**config.mk**
```make
export PLATFORM = sky130hd
export DESIGN_NAME = jt12_timers_flat
export DESIGN_NICKNAME = d
export VERILOG_FILES = /design/src/rtl/jt12_pkg.sv /design/src/rtl/jt12_timers_if.sv /design/src/rtl/jt12_timer_cnt.sv /design/src/rtl/jt12_timers.sv /design/src/flat_wrapper.sv
export SDC_FILE = /design/constraint.sdc
export NUM_CORES = 1
export LEC_CHECK = 0
export CORE_MARGIN = 2
export CORE_UTILIZATION = 30
export CTS_CLUSTER_SIZE = 25
export DETAILED_ROUTE_END_ITERATION = 10
export HOLD_SLACK_MARGIN = 0.03
export MAX_ROUTING_LAYER = met4
export PLACE_DENSITY = 0.57
export RECOVER_POWER = 25
export SLEW_MARGIN = 20
export SYNTH_ARGS = -nofsm -noshare
export SYNTH_HDL_FRONTEND = slang
export SYNTH_SLANG_ARGS = --single-unit
export TNS_END_PERCENT = 50
```
**constraint.sdc**
```tcl
create_clock -name clk -period 2.5 [get_ports clk]
set_input_delay 0.375 -clock clk [delete_from_list [all_inputs] [get_ports clk]]
set_output_delay 0.375 -clock clk [all_outputs]
set_load 0.005 [all_outputs]
```
**src/rtl/jt12_pkg.sv**
```systemverilog
// Shared definitions for the FM core timer slice: register 0x27 bit map and
// default timer geometry.
package jt12_pkg;

    // Register 0x27 bit positions
    localparam int LOADA = 0;
    localparam int LOADB = 1;
    localparam int ENA   = 2;
    localparam int ENB   = 3;
    localparam int CLRA  = 4;
    localparam int CLRB  = 5;

    localparam int CNTA_W_DEF = 10;
    localparam int CNTB_W_DEF = 8;
    localparam int PRESCB_DEF = 16;

    // Prescaler register width; a divide-by-one timer still keeps a 1-bit stub.
    function automatic int presc_bits(input int presc);
        return (presc > 1) ? $clog2(presc) : 1;
    endfunction

endpackage

```
**src/rtl/jt12_timers_if.sv**
```systemverilog
// Register-side bundle of the timer block: start values and reg 0x27 controls
// in, status flags, CSM overflow window and IRQ out.
interface jt12_timers_if #(
    parameter int CNTA_W = 10,
    parameter int CNTB_W = 8
);
    logic [CNTA_W-1:0] value_A;
    logic [CNTB_W-1:0] value_B;
    logic              load_A;
    logic              load_B;
    logic              enable_irq_A;
    logic              enable_irq_B;
    logic              clr_flag_A;
    logic              clr_flag_B;
    logic              flag_A;
    logic              flag_B;
    logic              overflow_A;
    logic              irq_n;

    modport master (
        output value_A, value_B, load_A, load_B,
        output enable_irq_A, enable_irq_B, clr_flag_A, clr_flag_B,
        input  flag_A, flag_B, overflow_A, irq_n
    );

    modport slave (
        input  value_A, value_B, load_A, load_B,
        input  enable_irq_A, enable_irq_B, clr_flag_A, clr_flag_B,
        output flag_A, flag_B, overflow_A, irq_n
    );

endinterface

```
**src/rtl/jt12_timer_cnt.sv**
```systemverilog
// One YM2612-style timer: load edge detect, tick prescaler, up-counter with
// auto-reload, status flag and a one-sample-wide overflow window.
module jt12_timer_cnt
    import jt12_pkg::*;
#(
    parameter int CW    = 10,
    parameter int PRESC = 1
) (
    input  logic          rst_n,
    input  logic          clk,
    input  logic          clk_en,
    input  logic          zero,
    input  logic [CW-1:0] value,
    input  logic          load,
    input  logic          enable_irq,
    input  logic          clr_flag,
    output logic          flag,
    output logic          overflow
);

    localparam int PW = presc_bits(PRESC);
    localparam logic [PW-1:0] PRESC_LAST = PW'(PRESC - 1);

    logic          load_l;
    logic [PW-1:0] presc;
    logic [CW-1:0] cnt;
    logic          rise;
    logic          step;
    logic          wrap;

    // A load edge takes priority over a coincident tick: the cycle only loads.
    always_comb begin
        rise = load & ~load_l;
        step = load & zero & ~rise & (presc == PRESC_LAST);
        wrap = step & (cnt == '1);
    end

    always_ff @(posedge clk or negedge rst_n) begin
        if (!rst_n) begin
            load_l   <= 1'b0;
            presc    <= '0;
            cnt      <= '0;
            flag     <= 1'b0;
            overflow <= 1'b0;
        end else if (clk_en) begin
            load_l <= load;
            if (rise) begin
                cnt   <= value;
                presc <= '0;
            end else if (load && zero) begin
                presc <= (presc == PRESC_LAST) ? '0 : presc + PW'(1);
                if (step)
                    cnt <= wrap ? value : cnt + CW'(1);
            end
            // Overflow window spans one whole sample: refreshed on every tick.
            if (zero)
                overflow <= wrap;
            // Set beats clear so a coincident overflow is never lost.
            if (wrap && enable_irq)
                flag <= 1'b1;
            else if (clr_flag)
                flag <= 1'b0;
        end
    end

endmodule

```
**src/rtl/jt12_timers.sv**
```systemverilog
// Timer A / Timer B of the FM core: two timer instances plus the registered,
// active-low IRQ combining both status flags.
module jt12_timers
    import jt12_pkg::*;
#(
    parameter int CNTA_W = CNTA_W_DEF,
    parameter int CNTB_W = CNTB_W_DEF,
    parameter int PRESCB = PRESCB_DEF
) (
    input  logic         rst_n,
    input  logic         clk,
    input  logic         clk_en,
    input  logic         zero,
    jt12_timers_if.slave regs
);

    logic flag_A;
    logic flag_B;
    logic overflow_A;
    logic unused_ovf_B;
    logic irq_n;

    jt12_timer_cnt #(
        .CW   (CNTA_W),
        .PRESC(1)
    ) u_timer_a (
        .rst_n     (rst_n),
        .clk       (clk),
        .clk_en    (clk_en),
        .zero      (zero),
        .value     (regs.value_A),
        .load      (regs.load_A),
        .enable_irq(regs.enable_irq_A),
        .clr_flag  (regs.clr_flag_A),
        .flag      (flag_A),
        .overflow  (overflow_A)
    );

    // Timer B has no CSM role; its overflow window is left unused.
    jt12_timer_cnt #(
        .CW   (CNTB_W),
        .PRESC(PRESCB)
    ) u_timer_b (
        .rst_n     (rst_n),
        .clk       (clk),
        .clk_en    (clk_en),
        .zero      (zero),
        .value     (regs.value_B),
        .load      (regs.load_B),
        .enable_irq(regs.enable_irq_B),
        .clr_flag  (regs.clr_flag_B),
        .flag      (flag_B),
        .overflow  (unused_ovf_B)
    );

    always_ff @(posedge clk or negedge rst_n) begin
        if (!rst_n)
            irq_n <= 1'b1;
        else if (clk_en)
            irq_n <= ~(flag_A | flag_B);
    end

    assign regs.flag_A     = flag_A;
    assign regs.flag_B     = flag_B;
    assign regs.overflow_A = overflow_A;
    assign regs.irq_n      = irq_n;

endmodule

```
**src/flat_wrapper.sv**
```systemverilog
// flat-port wrapper written by rule: the top's interface ports become plain ports
module jt12_timers_flat import jt12_pkg::*;
#(
    parameter int CNTA_W = CNTA_W_DEF,
    parameter int CNTB_W = CNTB_W_DEF,
    parameter int PRESCB = PRESCB_DEF
)
  (rst_n, clk, clk_en, zero, regs_value_A, regs_value_B, regs_load_A, regs_load_B, regs_enable_irq_A, regs_enable_irq_B, regs_clr_flag_A, regs_clr_flag_B, regs_flag_A, regs_flag_B, regs_overflow_A, regs_irq_n);
  jt12_timers_if #(.CNTA_W(CNTA_W), .CNTB_W(CNTB_W)) regs_i ();
  input  logic rst_n;
  input  logic clk;
  input  logic clk_en;
  input  logic zero;
  input wire logic [$bits(regs_i.value_A)-1:0] regs_value_A;
  input wire logic [$bits(regs_i.value_B)-1:0] regs_value_B;
  input wire logic [$bits(regs_i.load_A)-1:0] regs_load_A;
  input wire logic [$bits(regs_i.load_B)-1:0] regs_load_B;
  input wire logic [$bits(regs_i.enable_irq_A)-1:0] regs_enable_irq_A;
  input wire logic [$bits(regs_i.enable_irq_B)-1:0] regs_enable_irq_B;
  input wire logic [$bits(regs_i.clr_flag_A)-1:0] regs_clr_flag_A;
  input wire logic [$bits(regs_i.clr_flag_B)-1:0] regs_clr_flag_B;
  output wire logic [$bits(regs_i.flag_A)-1:0] regs_flag_A;
  output wire logic [$bits(regs_i.flag_B)-1:0] regs_flag_B;
  output wire logic [$bits(regs_i.overflow_A)-1:0] regs_overflow_A;
  output wire logic [$bits(regs_i.irq_n)-1:0] regs_irq_n;
  assign regs_i.value_A = regs_value_A;
  assign regs_i.value_B = regs_value_B;
  assign regs_i.load_A = regs_load_A;
  assign regs_i.load_B = regs_load_B;
  assign regs_i.enable_irq_A = regs_enable_irq_A;
  assign regs_i.enable_irq_B = regs_enable_irq_B;
  assign regs_i.clr_flag_A = regs_clr_flag_A;
  assign regs_i.clr_flag_B = regs_clr_flag_B;
  assign regs_flag_A = regs_i.flag_A;
  assign regs_flag_B = regs_i.flag_B;
  assign regs_overflow_A = regs_i.overflow_A;
  assign regs_irq_n = regs_i.irq_n;
  jt12_timers #(.CNTA_W(CNTA_W), .CNTB_W(CNTB_W), .PRESCB(PRESCB)) u_core (.rst_n(rst_n), .clk(clk), .clk_en(clk_en), .zero(zero), .regs(regs_i));
endmodule
```
==> results of run 1 <==
final timing paths:
check / to / cells past startpoint / startpoint / slack, ps
min in group asynchronous: u_core.u_timer_b.cnt[6] / 2 / rst_n / 940
worst min register to register: u_core.u_timer_b.presc[3] / 1 / u_core.u_timer_b.presc[3] / 510
worst max register to register: u_core.u_timer_a.cnt[7] / 5 / u_core.u_timer_a.cnt[0] / 660
worst min-delay path: u_core.u_timer_b.presc[3] / 1 / u_core.u_timer_b.presc[3] / 510
worst max-delay path: u_core.u_timer_a.cnt[5] / 2 / rst_n / 650
max in group clk: u_core.u_timer_a.cnt[7] / 5 / u_core.u_timer_a.cnt[0] / 660
power by group:
group          leakage (nW)  switching, mW  total, mW  internal [mW]
logic                 0.513          0.230      0.448          0.218
registers             0.338          0.148      0.726          0.578
clock network        0.0228          0.144      0.259          0.114
area by class of cell:
class	count	area share
Clock buffer	4	0.02077
Multi-Input combinational cell	151	0.4466
Sequential cell	28	0.3237
Tap cell	72	0.04155
Timing Repair Buffer	37	0.1621
Inverter	3	0.005193
cell usage in the layout, fill, tap and decap left out, drive strengths merged, types with 4 or more instances in the layout:
cell	n
clkdlybuf4s50	31
dfrtp	27
nand2	19
nand3	18
a21oi	16
o21ai	15
nor2	7
and3	6
nand4	6
mux2i	6
buf	5
and4	5
clkbuf	5
nand2b	4
a31oi	4
a2bb2oi	4
nor3	4
stage by stage:
stage	total power [mW]	instances	util	setup slack (ps)
after CTS	1.450	295	0.3921	640.0
final	1.433	295	0.3914	650.1
after detailed placement	1.185	291	0.3839	403.9
after global routing	1.553	295	0.3914	296.6
after global placement	1.182	291	0.3839	455.7
after floorplan	1.034	191	-	777.8
synth_stat cells:
cell type	count	area share
a2bb2oi_1	4	0.020
o211ai_1	1	0.0044
buf_2	2	0.0058
nor2_1	7	0.015
a41o_1	2	0.012
a2111oi_0	1	0.0051
mux2i_1	6	0.035
a211oi_2	1	0.0073
a41oi_1	1	0.0051
and3_1	6	0.022
nor3b_1	1	0.0044
nor2b_1	3	0.011
o22ai_1	1	0.0036
o221ai_1	1	0.0051
and4_4	1	0.0065
mux2_2	3	0.020
or4_1	1	0.0044
o311ai_0	2	0.010
buf_6	1	0.0065
inv_1	3	0.0065
o41ai_1	1	0.0051
o311a_1	1	0.0058
dfrtp_1	27	0.39
o21ai_0	15	0.044
nand4_1	6	0.022
or2_2	1	0.0036
a32o_1	1	0.0058
nand2_1	19	0.041
dfstp_2	1	0.015
clkbuf_1	6	0.013
ha_1	3	0.022
and4_1	4	0.020
nand4b_1	3	0.015
nand3_1	18	0.052
a32oi_1	1	0.0051
a31oi_1	4	0.015
a21oi_1	16	0.046
a211o_1	1	0.0051
a21o_1	1	0.0044
and2_1	3	0.011
nor3_1	4	0.012
nor4_1	1	0.0036
nand2b_1	4	0.015
a41oi_2	2	0.019
flip-flops by register name (all words and copies together) (netlist names):
signal	cells
u_core.u_timer_b.presc	4
u_core.u_timer_b.flag	1
u_core.u_timer_a.load_l	1
u_core.u_timer_a.overflow	1
u_core.u_timer_a.cnt	10
u_core.u_timer_b.load_l	1
u_core.regs.irq_n	1
u_core.u_timer_b.cnt	8
u_core.u_timer_a.flag	1
layer usage:
layer / wire length (um) / track usage / part of all wire / vias up
li1: - / - / - / 796
met1: 1972 / 0.1846 / 0.46 / 758
met2: 2145 / 0.2555 / 0.50 / 31
met3: 153 / 0.02715 / 0.036 / 2
met4: 10 / 0.01525 / 0.0023 / 0
met5: 0 / - / 0 / -
cell families (layout without fill, tap and decap cells):
group | count (synthesis) | count (layout) | synth area share
adders and majority gates | 3 | 3 | 0.02176
and+or+nand+nor | 82 | 82 | 0.2582
AOI/OAI and AO/OA | 57 | 57 | 0.2270
DFF | 28 | 28 | 0.4068
buffers and inverters | 12 | 44 | 0.03191
muxes | 9 | 9 | 0.05439
==> flow_summary.json, run 1 <==
{
  "worst_slew_pin_slew_ps": 1566,
  "start_util": 0.3114,
  "leakagePower_nw": 0.8740,
  "cts_max_level": 1,
  "grt_overflow": 0,
  "chipWidth_um": 79.84,
  "power.density_nw_per_um2": 660.9,
  "cts_buffers": 3,
  "grt_max_degree": 29,
  "die_h_um": 79.84,
  "vias": 1587,
  "yosysSeqAreaShare": 0.4068,
  "syn-num-nets": 222,
  "cap_violations": 1,
  "grtUsageTotal": 0.1468,
  "hold_path.class": "flop to flop",
  "required_ps": 2620,
  "io_pins": 32,
  "post-dp-hpwl_um": 3157,
  "drtPass1Iterations": 4,
  "drv_slew": 29,
  "diodes": 0,
  "ir_drop_mv": 0.2570,
  "hold_viol_final": 0,
  "slowest_delay_ps": 1130,
  "synthCells": 191,
  "io_buffers": 31,
  "nets": 255,
  "endpoint_kind": "asynchronous set/reset pin",
  "postCtsSetupRepairBufs": 0,
  "drtAntennaViolNets": 0,
  "rsz0062_at_grt": "false",
  "startpoint_type": "input pin",
  "drtIter0Drc": 63,
  "period_needed_ps": 1850,
  "timing.final.crit_share": 0.7400,
  "path_max_fanout": 28,
  "coreArea_sq_um": 5540,
  "setup_viol": 0,
  "post_drt_wl_per_cell_um": 14.51,
  "timing.fmax_ghz": 0.5406,
  "layout-drive-gt1-share": 0.07623,
  "whs_ps": 511.2,
  "fin_area_sq_um": 2168,
  "clock_sinks": 28,
  "path_cells": "clkdlybuf4s50_1 > clkbuf_1",
  "holdBufCountCts": 0,
  "totalWireLength_um": 4281,
  "antenna_found_initial": 0,
  "crit_buf_inv": 2,
  "multi_input_area_sq_um": 968.4,
  "fillCellCount": 579,
  "first_global_vias": 1522,
  "vias_per_cell": 5.380,
  "synth_area_sq_um": 1725,
  "critPathSlowestCell": "clkbuf_1",
  "grt_pass1_wl_um": 7348,
  "seq_area_sq_um": 701.9,
  "dieArea_sq_um": 6374,
  "crit_type": "input pin to asynchronous set/reset pin",
  "yosys_warnings": 0,
  "clkTransAtPathRegs_ps": 100,
  "drc_errors": 0,
  "area_growth_pct": 25.67,
  "slew_headroom": -0.04377,
  "violations": "capacitance limit, slew limit",
  "gp_congestion": 0.8695,
  "insertion_delay_ps": 270,
  "post_synth.cell_area_avg_sq_um": 9.034,
  "synth_seq_cells": 28,
  "synth_cell_types": 44,
  "arrival_ps": 1970,
  "status": "complete, but fails checks",
  "place_area_sq_um": 2127,
  "clockBufferDepth": 2,
  "critPathTopFamily": "buffers and inverters",
  "clock_skew_ps": 3.099,
  "cts_resized": 0,
  "cts_tree": "done",
  "finalSetupTns_ps": 0,
  "root_buffer": "clkbuf_8",
  "num_rows": 27
}
Note: power is estimated with default switching activity, not from simulation.
==> run 2, diff against run 1 <==
PLACE_DENSITY = 0.59   (was 0.57)
clock period = 1.6 ns   (was 2.5 ns; I/O delays follow)
==> flow_summary.json, run 2 (same netlist as run 1, synthesis figures left out) <==
{
  "cts_max_level": 1,
  "fin_area_sq_um": 2579,
  "vias_per_cell": 5.283,
  "leakagePower_nw": 1.098,
  "crit_type": "flop to flop",
  "die_h_um": 79.84,
  "worst_slew_pin_slew_ps": 723.6,
  "grt_overflow": 0,
  "reg2reg_depth": 5,
  "clock_skew_ps": 6.239,
  "fillCellCount": 559,
  "hold_viol_final": 0,
  "largest_reg_flops": 10,
  "fin_util": 0.4654,
  "required_ps": 1770,
  "insertion_delay_ps": 290,
  "top_register": "u_core.u_timer_a.cnt",
  "clockBufferDepth": 2,
  "period_needed_ps": 1596,
  "num_rows": 27,
  "placedCellCount": 327,
  "start_util": 0.3114,
  "hold_path.class": "input pin to flop",
  "io_pins": 32,
  "r2r_end": "u_core.u_timer_a.cnt[5]",
  "chipWidth_um": 79.84,
  "layout-drive-gt1-share": 0.2576,
  "timing.final.crit_share": 0.9976,
  "timing.fmax_ghz": 0.6265,
  "startpoint_type": "flop",
  "totalWireLength_um": 4731,
  "post-dp-hpwl_um": 3605,
  "first_global_vias": 1738,
  "reg2reg_from": "u_core.u_timer_a.cnt[0]",
  "grt_max_degree": 29,
  "cts_tree": "done",
  "post_drt_wl_per_cell_um": 14.08,
  "drtIter0Drc": 82,
  "status": "finished clean",
  "endpoint_kind": "flop",
  "cap_violations": 0,
  "slew_headroom": 0.5176,
  "holdPathStages": 4,
  "grt_pass1_wl_um": 7983,
  "drv_slew": 0,
  "largest_registers": "u_core.u_timer_a.cnt x10, u_core.u_timer_b.cnt x8, u_core.u_timer_b.presc x4",
  "antenna_found_initial": 0,
  "setup_viol": 0,
  "dieArea_sq_um": 6374,
  "holdBufCountCts": 0,
  "layout_common_cells": "buf_4, clkdlybuf4s50_1, dfrtp_1, nand2_1, nand3_1",
  "layout.cells.non_filler": 336,
  "root_buffer": "clkbuf_8",
  "final_common_cell": "buf_4",
  "power.density_nw_per_um2": 1066,
  "coreArea_sq_um": 5540,
  "drc_errors": 0,
  "clock_sinks": 28,
  "grtUsageTotal": 0.1608,
  "area_growth_pct": 49.46,
  "nets": 296,
  "drtAntennaViolNets": 0,
  "clkTransAtPathRegs_ps": 110,
  "worst_hold_path.endpoint": "u_core.u_timer_b.flag",
  "place_area_sq_um": 2426,
  "finalSetupTns_ps": 0,
  "rrSetupSlack_ps": 4,
  "cts_buffers": 3,
  "rsz0062_at_grt": "true",
  "arrival_ps": 1770,
  "holdCritStartpoint": "zero",
  "path_max_fanout": 4,
  "vias": 1775,
  "diodes": 0,
  "drtPass1Iterations": 4,
  "ir_drop_mv": 0.7922,
  "io_buffers": 31,
  "gp_congestion": 0.9042
}
[run 2: worst max path at each step]
stage	start	end	slack, ps	depth (start not counted)
after global placement	zero	u_core.u_timer_a.cnt[5]	-200	5
after detailed placement	zero	u_core.u_timer_b.cnt[0]	-260	5
after CTS	u_core.u_timer_a.cnt[0]	u_core.u_timer_a.cnt[5]	0.8	5
final	u_core.u_timer_a.cnt[0]	u_core.u_timer_a.cnt[5]	4	5
after floorplan	u_core.u_timer_b.cnt[1]	u_core.u_timer_b.cnt[7]	-4	6
after global routing	u_core.u_timer_a.cnt[0]	u_core.u_timer_a.cnt[5]	-40	5
[run 2: cell type report]
class	count	area, sq um	area share
flip-flops and latches	28	701.9	0.2722
clock inverters	1	30.03	0.01164
multi-input cells	151	1031	0.3998
repair buffers	78	673.1	0.2610
inverters	3	11.26	0.004367
clock buffers	3	41.29	0.01601
well taps	72	90.09	0.03493
[run 2: metal layers]
| layer | part of all wire | GRT usage | vias to the layer above |
|---|---|---|---|
| met5 | 0 | - | - |
| met4 | 0.011 | 0.03729 | 0 |
| met3 | 0.046 | 0.02828 | 7 |
| met2 | 0.48 | 0.2773 | 48 |
| met1 | 0.46 | 0.1969 | 838 |
| li1 | - | - | 882 |
[run 2: what timing repair did]
action	CTS	global route
setup buffers	1	4
pin swaps	1	2
gates resized for setup	4	12
setup endpoints to repair	4	11
hold endpoints to repair	0	0
[run 2: worst max-delay path: stages, from the launching register on]
cell and delay [ps]:
dfrtp_1 400, ha_2 220, and2_4 150, a41o_1 180
or4_1 410, o311a_1 130
[run 2: power breakdown]
group          internal (mW)  leakage [nW]  total (mW)  switching (mW)
registers              0.903         0.338        1.07           0.164
clock network          0.336        0.0357       0.582           0.246
logic                  0.585         0.724        1.10           0.515
[run 2: metrics by stage]
stage | total power [mW] | worst slack, ps | hold WS (ps)
floorplan | 1.628 | -3.646 | -55.59
global placement | 2.102 | -203.3 | 483.3
detailed placement | 2.115 | -257.2 | 495.3
CTS | 2.722 | 0.8094 | 301.7
global route | 2.946 | -43.91 | 540.5
finish | 2.749 | 3.840 | 487.7
